$ cat src/rtl/serial_arith_pkg.sv
// Shared definitions for the bit-serial arithmetic units: FSM state encoding
// and the sizing helper for the bit counter.
package serial_arith_pkg;

    typedef logic [1:0] state_t;

    localparam state_t ST_IDLE  = 2'd0;
    localparam state_t ST_SHIFT = 2'd1;
    localparam state_t ST_DONE  = 2'd2;

    // The counter must be able to hold WIDTH itself, not just WIDTH-1.
    function automatic int cnt_width(input int width);
        return $clog2(width + 1);
    endfunction

endpackage

$ cat src/rtl/full_subtractor.sv
// One-bit combinational full subtractor: diff = a - b - borrow_in.
// This is the single arithmetic cell that the serial datapath reuses on every bit.
module full_subtractor (
    input  logic a,
    input  logic b,
    input  logic borrow_in,
    output logic diff,
    output logic borrow_out
);

    assign diff       = a ^ b ^ borrow_in;
    assign borrow_out = (~a & b) | (~a & borrow_in) | (b & borrow_in);

endmodule

$ cat src/rtl/serial_subtractor.sv
// Bit-serial WIDTH-bit subtractor, LSB first, with valid/ready on both sides.
// One full-subtractor cell and a borrow flop; the result is published on entering DONE.
module serial_subtractor
    import serial_arith_pkg::*;
#(
    parameter int WIDTH = 8
) (
    input  logic             clk,
    input  logic             reset_n,
    input  logic             in_valid,
    output logic             in_ready,
    input  logic [WIDTH-1:0] a,
    input  logic [WIDTH-1:0] b,
    input  logic             borrow_in,
    output logic             out_valid,
    input  logic             out_ready,
    output logic [WIDTH-1:0] difference,
    output logic             borrow_out,
    output logic             busy
);

    localparam int            CW   = cnt_width(WIDTH);
    localparam logic [CW-1:0] LAST = CW'(WIDTH - 1);

    state_t           state_q, state_d;
    logic [CW-1:0]    cnt_q, cnt_d;
    logic [WIDTH-1:0] opa_q, opa_d;
    logic [WIDTH-1:0] opb_q, opb_d;
    logic [WIDTH-1:0] res_q, res_d;
    logic [WIDTH-1:0] diff_q, diff_d;
    logic             br_q, br_d;
    logic             bout_q, bout_d;
    logic             bit_diff, bit_borrow;
    logic             accept;

    full_subtractor u_cell (
        .a          (opa_q[0]),
        .b          (opb_q[0]),
        .borrow_in  (br_q),
        .diff       (bit_diff),
        .borrow_out (bit_borrow)
    );

    assign accept = in_valid && in_ready;

    // NOTE: sequential state uses non-blocking assignments so every flop samples pre-edge values.
    always_ff @(posedge clk or negedge reset_n) begin
        if (!reset_n) state_q <= ST_IDLE;
        else          state_q <= state_d;
    end

    // NOTE: every combinational output gets a default first, so no path can infer a latch.
    always_comb begin
        state_d = state_q;
        case (state_q)
            ST_IDLE:  if (accept)        state_d = ST_SHIFT;
            ST_SHIFT: if (cnt_q == LAST) state_d = ST_DONE;
            ST_DONE:  if (out_ready)     state_d = ST_IDLE;
            default:                     state_d = ST_IDLE;
        endcase
    end

    always_comb begin
        in_ready  = (state_q == ST_IDLE);
        out_valid = (state_q == ST_DONE);
        busy      = (state_q != ST_IDLE);
    end

    always_comb begin
        cnt_d  = cnt_q;
        opa_d  = opa_q;
        opb_d  = opb_q;
        res_d  = res_q;
        br_d   = br_q;
        diff_d = diff_q;
        bout_d = bout_q;
        if (state_q == ST_IDLE && accept) begin
            opa_d = a;
            opb_d = b;
            br_d  = borrow_in;
            res_d = '0;
            cnt_d = '0;
        end else if (state_q == ST_SHIFT) begin
            opa_d = opa_q >> 1;
            opb_d = opb_q >> 1;
            br_d  = bit_borrow;
            res_d = res_q >> 1;
            res_d[WIDTH-1] = bit_diff;
            cnt_d = cnt_q + CW'(1);
            // Outputs only change here, so they stay stable through DONE and the idle gap.
            if (cnt_q == LAST) begin
                diff_d = res_d;
                bout_d = bit_borrow;
            end
        end
    end

    always_ff @(posedge clk or negedge reset_n) begin
        if (!reset_n) begin
            cnt_q  <= '0;
            opa_q  <= '0;
            opb_q  <= '0;
            res_q  <= '0;
            br_q   <= 1'b0;
            diff_q <= '0;
            bout_q <= 1'b0;
        end else begin
            cnt_q  <= cnt_d;
            opa_q  <= opa_d;
            opb_q  <= opb_d;
            res_q  <= res_d;
            br_q   <= br_d;
            diff_q <= diff_d;
            bout_q <= bout_d;
        end
    end

    assign difference = diff_q;
    assign borrow_out = bout_q;

endmodule

$ cat config.mk
export PLATFORM = sky130hd
export DESIGN_NAME = serial_subtractor
export DESIGN_NICKNAME = d
export VERILOG_FILES = /design/src/rtl/serial_arith_pkg.sv /design/src/rtl/full_subtractor.sv /design/src/rtl/serial_subtractor.sv
export SDC_FILE = /design/constraint.sdc
export NUM_CORES = 1
export LEC_CHECK = 0
export BUFFER_PORTS_ARGS = -buffer_cell sky130_fd_sc_hd__buf_4
export CAP_MARGIN = 20
export CORE_MARGIN = 4
export CORE_UTILIZATION = 50
export DETAILED_ROUTE_END_ITERATION = 16
export GPL_TIMING_DRIVEN = 0
export HOLD_SLACK_MARGIN = 0.02
export PLACE_DENSITY = 0.73
export SKIP_CTS_REPAIR_TIMING = 1
export SYNTH_ARGS = -nofsm -noshare
export SYNTH_HDL_FRONTEND = slang
export SYNTH_SLANG_ARGS = --single-unit
$ cat constraint.sdc
create_clock -name clk -period 4.9 [get_ports clk]
set_input_delay 0.245 -clock clk [delete_from_list [all_inputs] [get_ports clk]]
set_output_delay 0.245 -clock clk [all_outputs]
set_load 0.05 [all_outputs]
==> summary.txt, run 1 <==
Run status
  – Status: finished clean

Logic synthesis
  – Register bit total from synthesis: 39
  – XOR/XNOR Fraction of Synth Area: 0
  – Complex-gate fraction of the synthesized area: 0.0765
  – Mapped cell area: ~1700 sq um
  – Sequential area share after synthesis: 0.579
  – Post-synth net total: 190
  – Simple-gate share of the synthesized area: 0.218
  – Ys Warns: 0
  – Adder-cell share of the synthesized area: 0.0193
  – Distinct cells, synth: 26
  – Cells after Synth: approximately 170
  – Post-synthesis mux area share: 0.0653
  – Largest family of logic cells by synthesized area: simple AND/OR/NAND/NOR gates
  – Syn avg cell area: between 10 and 15 sq um

Clocking
  – Clk slew on worst S/H paths: 0.11 ns
  – Clock Sink Count: 39
  – H-Tree Depth: 2
  – TritonCTS clock tree: yes
  – Latest clock arrival within the worst-skew pair: about 0.35 ns
  – Cts bufs inserted: 5
  – CTS root buffer: clkbuf_4
  – Clk buf depth: 2

Pwr
  – Comb pwr share: 0.448
  – Leakage: about 1.0 nW
  – Maximum VDD drop: 307 uV
  – Pwr dens: about 720 nW/um^2
  – Seq pwr share: 0.376
  – Sw Pwr: 622 uW
  – Internal: 879 uW
  – Clock power frac: 0.176
  – Sw Ratio: 0.414

Placement
  – # port buffers: 32
  – Routability cong.: 0.741
  – Dpl hpwl: 2.37 mm
  – Dpl cell area: between 1500 and 2000 sq um
  – Worst slack at placement: about 3.1 ns

STA
  – Worst setup margin: roughly 3.2 ns
  – Max-slew violation count: 0
  – RSZ-0062 raised after global routing: false
  – Achievable frequency: 572 MHz
  – Period utilization: 0.357
  – Worst-Margin Slew: slightly above 0.9 ns
  – Clock skew: between 0.002 and 0.003 ns
  – Clock period minus worst slack: 1.75 ns
  – Final setup violation count: 0
  – Fin Setup TNS: 0 ns
  – Final Hold Vio Count: 0
  – Slew margin rel.: 0.379

Floorplanning
  – Ports: 33
  – Die area: between 4000 and 5000 sq um
  – Initial Util: 0.539
  – Std cell rows: 20
  – Core area: 3130 sq um
  – Die X: approximately 66 um
  – Vert. Die Dim: roughly 66 um

Layout
  – Nets@finish: 230
  – Commonest non-fill, non-tap cell in the layout: nand2_1
  – Syn-to-layout area delta: 24.1%
  – Commonest cells after routing, fill and taps aside: nand2_1, dfrtp_1, buf_4
  – Number of antenna diodes: 0
  – Post-layout instance area: about 2100 sq um
  – Share of layout cells above drive strength 1: 0.260

GRT
  – Overflow after GRT: 0
  – Gr usage total: 0.184
  – First-pass GRT wire length: between 6 and 7 mm
  – Via count of the first global-routing pass: 1321
  – Pin count of the biggest net entering global routing: 40
  – Initial antenna violation count: 0

Detailed routing
  – Via/cell ratio: about 5.2
  – DRC: 0
  – Post-Route WL: roughly 3.4 mm
  – Routed Antenna Nets: 0
  – Drt first pass iters: 4
  – Vias: 1300
  – Wire per inst: 13.3 um
  – Violation count after the first detailed-route iteration: 86

Critical path
  – Cells along the critical path: nor3b_1 > nor3_1 > a221o_1
  – FF-to-FF End: opa_q[0]
  – Reg-to-reg setup timing slack: ~3.2 ns
  – WP data arrival: 2.00 ns
  – CP max FO: 7
  – CP Class: reg2reg
  – Reg-to-reg startpoint: state_q[0]
  – CP startpoint kind: flop
  – Critical Path RT: 5.15 ns
  – CP max-delay cell: nor3b_1
  – Worst r2r path cells: 3
  – Crit end category: flop
  – Slowest stage delay, CP: slightly below 0.8 ns

Min path
  – Hold Crit Depth: 3
  – Hold Path Class: in2reg
  – Hold path endpoint: opa_q[7]
  – HP Start: a[7]

Run
  – Max cap viols: 0
==> synthesized netlist by cell type (all sizes together) <==
cell	number	share of area
a21o	1	0.0045
a221o	1	0.0059
a22oi	3	0.013
a31oi	11	0.041
and2b	2	0.0089
buf	4	0.019
clkbuf	6	0.013
dfrtp	39	0.58
fa	1	0.012
ha	1	0.0074
inv	4	0.0089
mux2	8	0.053
mux2i	2	0.012
nand2	46	0.10
nand2b	1	0.0037
nand3	15	0.045
nand3b	1	0.0045
nand4	1	0.0037
nor2	11	0.024
nor3	2	0.013
nor3b	1	0.0045
o21ai	4	0.012
or2	1	0.0037
or3b	1	0.0052
==> metrics by stage <==
stage	util	power, mW	std cells	hold slack [ns]
after floorplan	-	1.05	167	-0.0506
after global placement	0.633	1.23	243	0.235
after detailed placement	0.633	1.25	243	0.241
after CTS	0.666	1.52	251	-0.146
after global routing	0.669	1.62	252	0.0816
final	0.669	1.50	252	0.0773
==> worst max-delay path, delay by kind of cell, from the launching register on <==
family           cells  cell delay [ns]
flip-flops           1             0.44
AND/OR/NAND/NOR      2             0.91
AO/OA/AOI/OAI        1             0.29
==> worst max-delay path by stage <==
| stage | start | endpoint | slack, ns | depth (start not counted) |
|---|---|---|---|---|
| 2_1_floorplan | state_q[1] | borrow_out | 3.37 | 4 |
| 3_3_place_gp | state_q[0] | opa_q[0] | 3.18 | 3 |
| 3_5_place_dp | state_q[0] | opa_q[0] | 3.14 | 3 |
| 4_1_cts | state_q[0] | opa_q[0] | 3.13 | 3 |
| 5_1_grt | state_q[0] | opa_q[0] | 3.03 | 3 |
| 6_report | state_q[0] | opa_q[0] | 3.15 | 3 |
==> power groups by stage <==
stage	logic, mW	registers, mW	clock network (mW)
finish	0.672	0.564	0.264
CTS	0.683	0.566	0.268
floorplan	0.371	0.681	0
global placement	0.664	0.567	0
global route	0.744	0.588	0.287
detailed placement	0.679	0.573	0
==> final cells by class <==
cell class | count | area, sq um
Fill cell | 275 | 1040
Timing Repair Buffer | 33 | 250
Tap cell | 44 | 55.1
Multi-Input combinational cell | 114 | 639
Buffer | 10 | 55.1
Clock buffer | 6 | 41.3
Inverter | 4 | 15.0
Clock inverter | 2 | 60.1
Sequential cell | 39 | 976
==> registers in the layout, indices dropped and copies added, names as in the netlist <==
name,flops
br_q,1
borrow_out,1
opa_q,8
res_q,7
state_q,2
opb_q,8
difference,8
cnt_q,4
==> kinds of logic (layout without fill, tap and decap cells) <==
group	Yosys count	after routing
buf+inv	14	55
fa+ha+maj	2	2
compound gates	20	20
simple gates	82	82
mux	10	10
flops	39	39
==> metal layers <==
metal | share of wire | GRT usage
met4 | 0.012 | 0.0533
met3 | 0.057 | 0.0646
met5 | 0 | 0
met1 | 0.47 | 0.242
met2 | 0.47 | 0.288
No activity file was read; power rests on OpenSTA's default activity.
==> run 2: changes to the inputs <==
==> constraint.sdc (replaced) <==
create_clock -name clk -period 1.64 [get_ports clk]
set_input_delay 0.082 -clock clk [delete_from_list [all_inputs] [get_ports clk]]
set_output_delay 0.082 -clock clk [all_outputs]
set_load 0.05 [all_outputs]
==> run 2 against run 1 <==
  * Clock power rose to 3.0 times the previous value
  * Register-to-register slack worse by 3.1 ns
  * Die area unchanged
  * Critical endpoint is now opa_q[2]
==> summary.txt, run 2 (synthesized netlist as in run 1, its figures left out) <==
Run status
  – Status: finished clean

STA
  – Achievable frequency: 643 MHz (+12%)
  – Max-slew violation count: 0 (unchanged)
  – Worst-Margin Slew: 0.539 ns (-0.390 ns)
  – Slew margin rel.: 0.639 (+0.260)
  – Clock skew: 0.00719 ns (+0.00424 ns)
  – Final Hold Vio Count: 0 (unchanged)
  – WHS: 0.0140 ns (-0.0634 ns)
  – Fin Setup TNS: 0 ns (unchanged)
  – Period utilization: 0.948 (+0.591)
  – Final setup violation count: 0 (unchanged)
  – RSZ-0062 raised after global routing: false
  – Clock period minus worst slack: 1.55 ns (-0.193 ns)

Detailed routing
  – Vias: 1398 (+7.5%)
  – Routed Antenna Nets: 0 (unchanged)
  – Via/cell ratio: 5.16 (about the same)
  – Drt first pass iters: 4 (unchanged)
  – DRC: 0 (unchanged)
  – Wire per inst: 13.0 um (-2.4%)
  – Post-Route WL: 3.53 mm (+5.0%)
  – Violation count after the first detailed-route iteration: 79 (-8.1%)

Placement
  – Dpl hpwl: 2.37 mm (unchanged)
  – # port buffers: 32 (unchanged)
  – Routability cong.: 0.741 (unchanged)

Layout
  – Syn-to-layout area delta: 35.6%
  – Share of layout cells above drive strength 1: 0.278 (+0.0179)
  – Commonest cells after routing, fill and taps aside: nand2_1, dfrtp_1, buf_4
  – Number of antenna diodes: 0 (unchanged)
  – Nets@finish: 249 (+8.3%)
  – Commonest non-fill, non-tap cell in the layout: nand2_1

GRT
  – Pin count of the biggest net entering global routing: 40 (unchanged)
  – Gr usage total: 0.184 (unchanged)
  – Overflow after GRT: 0 (unchanged)
  – First-pass GRT wire length: 6.08 mm (unchanged)
  – Initial antenna violation count: 0 (unchanged)
  – Via count of the first global-routing pass: 1321 (unchanged)

Critical path
  – CP Class: reg2reg
  – CP max FO: 10 (+3)
  – WP data arrival: 1.82 ns (-0.18 ns)
  – CP startpoint kind: flop
  – Critical Path RT: 1.91 ns (-3.24 ns)
  – Reg-to-reg setup timing slack: 0.09 ns (-3.07 ns)
  – Crit end category: flop

Floorplanning
  – Die X: 66.1 um (unchanged)
  – Std cell rows: 20 (unchanged)
  – Ports: 33 (unchanged)
  – Die area: 4360 sq um (unchanged)
  – Initial Util: 0.539 (unchanged)
  – Core area: 3130 sq um (unchanged)
  – Vert. Die Dim: 66.1 um (unchanged)

Pwr
  – Maximum VDD drop: 937 uV (+210%)
  – Pwr dens: 1990 nW/um^2 (+180%)
  – Leakage: 1.13 nW (+9.3%)

Clocking
  – TritonCTS clock tree: yes
  – Clk buf depth: 2 (unchanged)
  – Clock Sink Count: 39 (unchanged)
  – H-Tree Depth: 2 (unchanged)
  – Cts bufs inserted: 5 (unchanged)
  – Latest clock arrival within the worst-skew pair: 0.35 ns (about the same)
  – Clk slew on worst S/H paths: 0.11 ns (about the same)
  – CTS root buffer: clkbuf_4

Run
  – Max cap viols: 0 (unchanged)

Min path
  – Hold Path Class: in2reg
## run 2: layout make-up
type / count / area [sq um]
Buffer: 10 / 60.1
Clock buffer: 6 / 41.3
Clock inverter: 2 / 60.1
Fill cell: 242 / 842
Inverter: 4 / 15.0
Multi-Input combinational cell: 114 / 644
Sequential cell: 39 / 977
Tap cell: 44 / 55.1
Timing Repair Buffer: 52 / 433
## run 2: worst max-delay path, stage by stage (launching register included)
cell and delay [ns]:
dfrtp_2 0.45, or3b_2 0.50, buf_2 0.21, buf_6 0.16
a31oi_1 0.15
## run 2: path summary, 6_finish.rpt
kind,from,end,depth (start not counted)
worst max-delay path,state_q[0],opa_q[2],4
worst min-delay path,b[5],opb_q[5],3
worst max register to register,state_q[0],opa_q[2],4
worst min register to register,res_q[4],res_q[3],2
max in group asynchronous,reset_n,state_q[0],2
min in group asynchronous,reset_n,opa_q[3],2
## run 2: metrics by stage
| step | setup slack (ns) | instance area, sq um | power [mW] | utilization | cells |
|---|---|---|---|---|---|
| after floorplan | 0.114 | 1690 | 3.14 | - | 167 |
| after global placement | -0.0847 | 1980 | 3.68 | 0.633 | 243 |
| after detailed placement | -0.124 | 1980 | 3.74 | 0.633 | 243 |
| after CTS | -0.131 | 2080 | 4.53 | 0.666 | 251 |
| after global routing | 0.0150 | 2290 | 4.91 | 0.731 | 271 |
| final | 0.0859 | 2290 | 4.56 | 0.731 | 271 |
## run 2: per-layer routing
layer,track usage,vias up,wire length (um)
met5,0,-,0
met4,0.0533,0,42
met3,0.0646,5,189
met2,0.288,33,1710
met1,0.242,674,1580
li1,-,686,-
## run 2: where the power goes
part | internal [mW] | switching, mW | total [mW]
registers | 1.41 | 0.278 | 1.69
logic | 0.794 | 1.29 | 2.08
clock network | 0.476 | 0.307 | 0.782
total | 2.68 | 1.88 | 4.56
==> run 3: changes to the inputs <==
--- a/config.mk
+++ b/config.mk
@@ -12,6 +12,7 @@
 export DETAILED_ROUTE_END_ITERATION = 16
 export GPL_TIMING_DRIVEN = 0
 export HOLD_SLACK_MARGIN = 0.02
+export MAX_ROUTING_LAYER = met4
 export PLACE_DENSITY = 0.73
 export SKIP_CTS_REPAIR_TIMING = 1
 export SYNTH_ARGS = -nofsm -noshare
==> run 3 against run 2 <==
  * Setup slack gained 0.0021 ns
  * Sequential cell count is the same
  * Global-route usage grew 0.49 points
  * Sequential share of layout area is the same
  * Die area is the same
  * Cell count is the same
  * Register-to-register slack is essentially flat
  * Critical path type unchanged
  * Critical endpoint unchanged
==> summary.txt, run 3 (synthesized netlist as in run 1, its figures left out) <==
Run
  – Max cap viols: 0 (unchanged)

STA
  – WHS: 0.0105 ns (-0.00341 ns)
  – Final setup violation count: 0 (unchanged)
  – Final Hold Vio Count: 0 (unchanged)
  – Clock skew: 0.00621 ns (-0.000986 ns)
  – Slew margin rel.: 0.649 (+0.00942)
  – Fin Setup TNS: 0 ns (unchanged)
  – Achievable frequency: 644 MHz (+0.14%)
  – Max-slew violation count: 0 (unchanged)
  – Period utilization: 0.946 (-0.00130)
  – Clock period minus worst slack: 1.55 ns (-0.00213 ns)
  – Worst-Margin Slew: 0.525 ns (-0.0141 ns)
  – RSZ-0062 raised after global routing: false
  – Worst setup margin: 0.0881 ns (+0.00213 ns)

Pwr
  – Internal: 2.68 mW (about the same)
  – Seq pwr share: 0.371 (about the same)
  – Comb pwr share: 0.457 (about the same)
  – Maximum VDD drop: 938 uV (about the same)
  – Pwr dens: 1990 nW/um^2 (about the same)
  – Clock power frac: 0.172 (about the same)
  – Sw Ratio: 0.411 (about the same)
  – Leakage: 1.13 nW (unchanged)
  – Sw Pwr: 1.87 mW (-0.15%)

Min path
  – Hold Path Class: in2reg

Detailed routing
  – Wire per inst: 13.0 um (-0.26%)
  – Vias: 1393 (-0.36%)
  – DRC: 0 (unchanged)
  – Violation count after the first detailed-route iteration: 78 (-1.3%)
  – Drt first pass iters: 4 (unchanged)
  – Post-Route WL: 3.52 mm (-0.26%)
  – Routed Antenna Nets: 0 (unchanged)
  – Via/cell ratio: 5.14 (-0.36%)

Clocking
  – Clk buf depth: 2 (unchanged)
  – CTS root buffer: clkbuf_4
  – H-Tree Depth: 2 (unchanged)
  – Clk slew on worst S/H paths: 0.11 ns (about the same)
  – Cts bufs inserted: 5 (unchanged)
  – Clock Sink Count: 39 (unchanged)
  – Latest clock arrival within the worst-skew pair: 0.35 ns (about the same)
  – TritonCTS clock tree: yes

Placement
  – Dpl hpwl: 2.37 mm (unchanged)
  – Routability cong.: 0.750 (+1.2%)
  – # port buffers: 32 (unchanged)
  – Worst slack at placement: -0.124 ns (unchanged)
  – Cell Count Post-Placement: 243 (unchanged)

Critical path
  – CP max FO: 10 (unchanged)
  – Critical Path RT: 1.91 ns (about the same)
  – CP startpoint kind: flop
  – CP Class: reg2reg
  – Crit end category: flop
  – WP data arrival: 1.82 ns (about the same)

Run status
  – Status: finished clean

Layout
  – Nets@finish: 249 (unchanged)
  – Final non-filler cell total: 271 (unchanged)
  – Share of layout cells above drive strength 1: 0.278 (unchanged)
  – Syn-to-layout area delta: 35.6% (unchanged)
  – Commonest non-fill, non-tap cell in the layout: nand2_1
  – Commonest cells after routing, fill and taps aside: nand2_1, dfrtp_1, buf_4
  – Number of antenna diodes: 0 (unchanged)

Floorplanning
  – Initial Util: 0.539 (unchanged)
  – Ports: 33 (unchanged)
  – Core area: 3130 sq um (unchanged)
  – Std cell rows: 20 (unchanged)
  – Die area: 4360 sq um (unchanged)
  – Vert. Die Dim: 66.1 um (unchanged)
  – Die X: 66.1 um (unchanged)

GRT
  – Via count of the first global-routing pass: 1321 (unchanged)
  – Initial antenna violation count: 0 (unchanged)
  – Gr usage total: 0.189 (+0.00494)
  – First-pass GRT wire length: 6.08 mm (unchanged)
  – Pin count of the biggest net entering global routing: 40 (unchanged)
  – Overflow after GRT: 0 (unchanged)
[run 3: final cells by class]
type	count	area, sq um
flip-flops and latches	39	977
fillers	242	842
multi-input cells	114	644
repair buffers	52	433
clock inverters	2	60.1
plain buffers	10	60.1
well taps	44	55.1
clock buffers	6	41.3
inverters	4	15.0
[run 3: final timing paths]
check	start	to	slack, ns	cells past startpoint
max in group asynchronous	reset_n	state_q[0]	1.06	2
max	state_q[0]	opa_q[2]	0.09	4
min in group asynchronous	reset_n	opa_q[3]	0.23	2
min	a[3]	opa_q[3]	0.01	3
max reg2reg	state_q[0]	opa_q[2]	0.09	4
min reg2reg	res_q[4]	res_q[3]	0.51	2
[run 3: layer usage]
metal / GRT usage / vias up / part of all wire
met5: - / - / 0
met4: 0.0533 / 0 / 0.012
met3: 0.0612 / 6 / 0.053
met2: 0.288 / 33 / 0.49
met1: 0.244 / 668 / 0.44
li1: - / 686 / -
[run 3: power groups by stage]
stage | combinational, mW | sequential [mW] | clock (mW)
CTS | 2.04 | 1.69 | 0.800
finish | 2.08 | 1.69 | 0.785
global route | 2.29 | 1.76 | 0.854
floorplan | 1.11 | 2.04 | 0
detailed placement | 2.03 | 1.71 | 0
global placement | 1.98 | 1.69 | 0
[run 3: worst max-delay path, stage by stage (launching register included)]
cell and delay, ns:
dfrtp_2 0.45, or3b_2 0.50, buf_2 0.21, buf_6 0.16
a31oi_1 0.15
[run 3: stage by stage]
stage          total power, mW  instance area (sq um)  utilization
6_report                  4.56                   2290        0.731
5_1_grt                   4.91                   2290        0.731
4_1_cts                   4.53                   2080        0.666
3_5_place_dp              3.74                   1980        0.633
3_3_place_gp              3.68                   1980        0.633
2_1_floorplan             3.14                   1690            -
